==> config.mk <==
export PLATFORM = sky130hd
export DESIGN_NAME = pipe_mult
export DESIGN_NICKNAME = d
export VERILOG_FILES = /design/src/rtl/mult_pkg.sv /design/src/rtl/mult_pp_stage.sv /design/src/rtl/pipe_mult.sv
export SDC_FILE = /design/constraint.sdc
export NUM_CORES = 1
export LEC_CHECK = 0
export ABC_CLOCK_PERIOD_IN_PS = 3100
export BUFFER_PORTS_ARGS = -buffer_cell sky130_fd_sc_hd__buf_2
export CORE_MARGIN = 2
export CORE_UTILIZATION = 45
export CTS_CLUSTER_DIAMETER = 100
export CTS_CLUSTER_SIZE = 30
export DETAILED_ROUTE_END_ITERATION = 10
export GPL_TIMING_DRIVEN = 0
export PLACE_DENSITY_LB_ADDON = 0.12
export SETUP_SLACK_MARGIN = 0.3
export SYNTH_ARGS = -nofsm -noshare
export SYNTH_HDL_FRONTEND = slang
export SYNTH_HIERARCHICAL = 1
export SYNTH_SLANG_ARGS = --single-unit
==> constraint.sdc <==
create_clock -name clock -period 3.1 [get_ports clock]
set_input_delay 0.465 -clock clock [delete_from_list [all_inputs] [get_ports clock]]
set_output_delay 0.465 -clock clock [all_outputs]
set_load 0.05 [all_outputs]
==> src/rtl/mult_pkg.sv <==
// Shared width helpers for the pipelined multiplier; every stage record is
// {valid, a_ext, b, signed, tag, acc}, laid out MSB first in that order.
package mult_pkg;

  function automatic int prod_w(input int width);
    return 2 * width;
  endfunction

  // Packed width of one stage record, used for stage-to-stage ports.
  function automatic int stage_w(input int width, input int tag_w);
    return 1 + prod_w(width) + width + 1 + tag_w + prod_w(width);
  endfunction

endpackage

==> src/rtl/mult_pp_stage.sv <==
// One pipeline stage: registers the stage record and accumulates row ROW.
// The top row is subtracted in signed mode (two's-complement weight of b's MSB).
module mult_pp_stage
  import mult_pkg::*;
#(
  parameter int WIDTH = 8,
  parameter int TAG_W = 4,
  parameter int ROW   = 1
) (
  input  logic                            clock,
  input  logic                            reset_n,
  input  logic                            en,
  input  logic [stage_w(WIDTH,TAG_W)-1:0] d,
  output logic [stage_w(WIDTH,TAG_W)-1:0] q
);
  localparam int PW = prod_w(WIDTH);

  typedef struct packed {
    logic             valid;
    logic [PW-1:0]    a_ext;
    logic [WIDTH-1:0] b;
    logic             sgn;
    logic [TAG_W-1:0] tag;
    logic [PW-1:0]    acc;
  } stage_t;

  stage_t        di, qr;
  logic [PW-1:0] row;

  assign di = d;
  assign q  = qr;

  always_comb row = di.b[ROW] ? (di.a_ext << ROW) : '0;

  // Payload only loads with a valid entry so bubbles leave the last result in place.
  always_ff @(posedge clock or negedge reset_n) begin
    if (!reset_n) begin
      qr <= '0;
    end else if (en) begin
      qr.valid <= di.valid;
      if (di.valid) begin
        qr.a_ext <= di.a_ext;
        qr.b     <= di.b;
        qr.sgn   <= di.sgn;
        qr.tag   <= di.tag;
        qr.acc   <= (di.sgn && ROW == WIDTH - 1) ? di.acc - row : di.acc + row;
      end
    end
  end

endmodule

==> src/rtl/pipe_mult.sv <==
// Fully pipelined WIDTH x WIDTH multiplier, one partial-product row per stage,
// with per-entry signed/unsigned mode, a carried tag and whole-pipe backpressure.
module pipe_mult
  import mult_pkg::*;
#(
  parameter int WIDTH = 8,
  parameter int TAG_W = 4
) (
  input  logic                     clock,
  input  logic                     reset_n,
  input  logic                     in_valid,
  output logic                     in_ready,
  input  logic [WIDTH-1:0]         in_a,
  input  logic [WIDTH-1:0]         in_b,
  input  logic                     in_signed,
  input  logic [TAG_W-1:0]         in_tag,
  output logic                     out_valid,
  input  logic                     out_ready,
  output logic [prod_w(WIDTH)-1:0] out_product,
  output logic [TAG_W-1:0]         out_tag,
  output logic                     busy
);
  localparam int PW = prod_w(WIDTH);

  typedef struct packed {
    logic             valid;
    logic [PW-1:0]    a_ext;
    logic [WIDTH-1:0] b;
    logic             sgn;
    logic [TAG_W-1:0] tag;
    logic [PW-1:0]    acc;
  } stage_t;

  stage_t        s0;
  stage_t        st [WIDTH];
  logic [PW-1:0] a_ext;

  // The whole pipe freezes only when the last stage holds an unaccepted result.
  assign out_valid   = st[WIDTH-1].valid;
  assign in_ready    = !out_valid || out_ready;
  assign out_product = st[WIDTH-1].acc;
  assign out_tag     = st[WIDTH-1].tag;

  always_comb a_ext = in_signed ? {{WIDTH{in_a[WIDTH-1]}}, in_a} : {{WIDTH{1'b0}}, in_a};

  always_ff @(posedge clock or negedge reset_n) begin
    if (!reset_n) begin
      s0 <= '0;
    end else if (in_ready) begin
      s0.valid <= in_valid;
      if (in_valid) begin
        s0.a_ext <= a_ext;
        s0.b     <= in_b;
        s0.sgn   <= in_signed;
        s0.tag   <= in_tag;
        s0.acc   <= in_b[0] ? a_ext : '0;
      end
    end
  end

  assign st[0] = s0;

  for (genvar i = 1; i < WIDTH; i++) begin : g_stage
    mult_pp_stage #(
      .WIDTH(WIDTH),
      .TAG_W(TAG_W),
      .ROW  (i)
    ) u_stage (
      .clock  (clock),
      .reset_n(reset_n),
      .en     (in_ready),
      .d      (st[i-1]),
      .q      (st[i])
    );
  end

  always_comb begin
    busy = 1'b0;
    for (int i = 0; i < WIDTH; i++) busy = busy | st[i].valid;
  end

endmodule

==> flow_metrics.tcl <==
set metrics [dict create \
    status "finished clean" \
    clockBufferDepth 3 \
    setup_violations 0 \
    cts_sinks 274 \
    place.port_buffers 45 \
    pwr_density_cell_nw_per_um2 1020 \
    grt_pass1_vias 10200 \
    root_buffer "clkbuf_16" \
    start_kind "flop" \
    worst-path-buf-inv 1 \
    required_ns 3.53 \
    synth_area_per_cell_um2 10.3 \
    cts_tree "yes" \
    p_leak_uw 0.00765 \
    die_w_um 185 \
    yosysWarnings 6 \
    crit_type "reg2reg" \
    area_growth_syn_to_layout_pct 9.58 \
    hold_class "in2reg" \
    fin_crit_sh 0.883 \
    min_path_cells 2 \
    reg2regPathDepth 10 \
    arrival_ns 3.16 \
    grt_max_degree 117 \
    finalSetupTns_ns 0 \
    cp-end-kind "flop" \
    ios 48 \
    rows 66 \
    synth_cells 1434 \
    pre_cts_ws_ns -0.0911 \
    wl_um 32800 \
    globalplace.congestion 0.870 \
    maxCapViolCount 0 \
    drv_slew 0 \
    dr.first_iter.drc_count 453 \
    syn-num-nets 1543 \
    drive_gt1_frac 0.199 \
    die_h_um 185 \
    tightest_slew_ns 0.604 \
    grt_pass1_wl_um 54700 \
    initial_core_util 0.457 \
    min_period_ns 2.74 \
    place_area_um2 15700 \
    startpoint "g_stage[6].u_stage/q[33]$_DFFE_PN0P_" \
    cp_slowest_cell "or4_4" \
    cp_slowest_stage_delay_ns 0.56 \
    grt-ovfl-total 0 \
    timing.rr.start "g_stage[6].u_stage/q[33]$_DFFE_PN0P_" \
    grt_use_total 0.200 \
    drc_errors 0 \
    clock_skew_ns 0.0161 \
    via_per_inst 5.30 \
    slew_headroom 0.597 \
    die_area_um2 34400 \
    crit_chain "or4_4, a31oi_1, o32a_1, ha_1, a21oi_2, buf_4, nand4b_1, o211ai_1, or3_1, a31oi_1" \
    worstHoldStart "in_b[2]" \
    antenna_found_initial 0 \
    dp_hpwl_um 25200 \
    vias 10300 \
    drt-wirelength-per-cell_um 16.8 \
    layout.nets 1611 \
    syn_area_um2 14800 \
    whs_ns 0.187 \
    core_area_um2 32500 \
    critPathMaxFanout 6 \
    ant_nets 0 \
    clk_pin_slew_worst_paths_ns 0.11 \
    vdd_ir_drop_max_mv 0.418 \
    setup_ws_ns 0.364 \
    cpMostUsedCell "a31oi_1" \
    antennaDiodeCount 0 \
    grt_setup_unrepaired "yes" \
    hold_violations 0 \
    clkLatencyLatePin_ns 0.51 \
    fmax_mhz 365 \
    path_depth 10 \
    cts_buffers 14 \
    htreeDepth 1 \
    fin_area_um2 16200 \
    cp_top_family "simple AND/OR/NAND/NOR gates" \
    drt_first_pass_iters 5 \
]
## layout by cell type (no fill, tap or decap), drive strengths merged, types with 26 or more instances in the layout
master / count
mux2: 133
buf: 88
xor2: 34
ha: 78
clkbuf: 48
dfrtp: 274
nor2: 47
o21ai: 82
inv: 30
nand2: 279
a21oi: 61
and2: 80
nand3: 26
## final timing paths
kind / slack (ns) / end
worst max-delay path: 0.36 / g_stage[7].u_stage/q[15]$_DFFE_PN0P_
worst min-delay path: 0.19 / s0[23]$_DFFE_PN0P_
worst max register to register: 0.36 / g_stage[7].u_stage/q[15]$_DFFE_PN0P_
worst min register to register: 0.47 / g_stage[2].u_stage/q[27]$_DFFE_PN0P_
max in group asynchronous: 1.26 / g_stage[3].u_stage/q[15]$_DFFE_PN0P_
min in group asynchronous: 0.49 / g_stage[7].u_stage/q[13]$_DFFE_PN0P_
## sequential cells by signal (all words and copies together), names as in the netlist
| name | cells |
|---|---|
| s0 | 31 |
| g_stage.u_stage/q | 243 |
## through the flow
| stage | std cells | util | power (µW) |
|---|---|---|---|
| 2_1_floorplan | 1434 | - | 12200 |
| 3_3_place_gp | 1921 | 0.481 | 14100 |
| 3_5_place_dp | 1923 | 0.483 | 14300 |
| 4_1_cts | 1946 | 0.498 | 16600 |
| 5_1_grt | 1949 | 0.500 | 18000 |
| 6_report | 1949 | 0.500 | 16500 |
## layer usage
metal | track usage | wire length [µm] | up-vias
met3 | 0.0182 | 630 | 33
li1 | - | - | 5145
met5 | 0 | 0 | -
met2 | 0.355 | 16300 | 92
met4 | 0.0540 | 761 | 0
met1 | 0.262 | 15100 | 5050
## cell type report
| cell class | count | area [µm²] |
|---|---|---|
| Clock inverter | 6 | 76.3 |
| Fill cell | 3032 | 16200 |
| Sequential cell | 274 | 6860 |
| Tap cell | 442 | 553 |
| Multi-Input combinational cell | 1062 | 7570 |
| Timing Repair Buffer | 52 | 330 |
| Clock buffer | 15 | 375 |
| Buffer | 70 | 374 |
| Inverter | 28 | 105 |
## report_power, final
group | switching (µW) | total, µW | internal, µW
clock network | 1240 | 2170 | 929
registers | 1160 | 6260 | 5100
logic | 4580 | 8090 | 3510
## repair_timing
| item | CTS | global route |
|---|---|---|
| resized for setup | 9 | 19 |
| setup buffers | 1 | 3 |
| pin swaps | 0 | 3 |
| hold buffers | 1 | 0 |
| setup endpoints to repair | 5 | 16 |
| endpoints found under the hold margin | 63 | 0 |
Power figures use the tool's default switching activity.
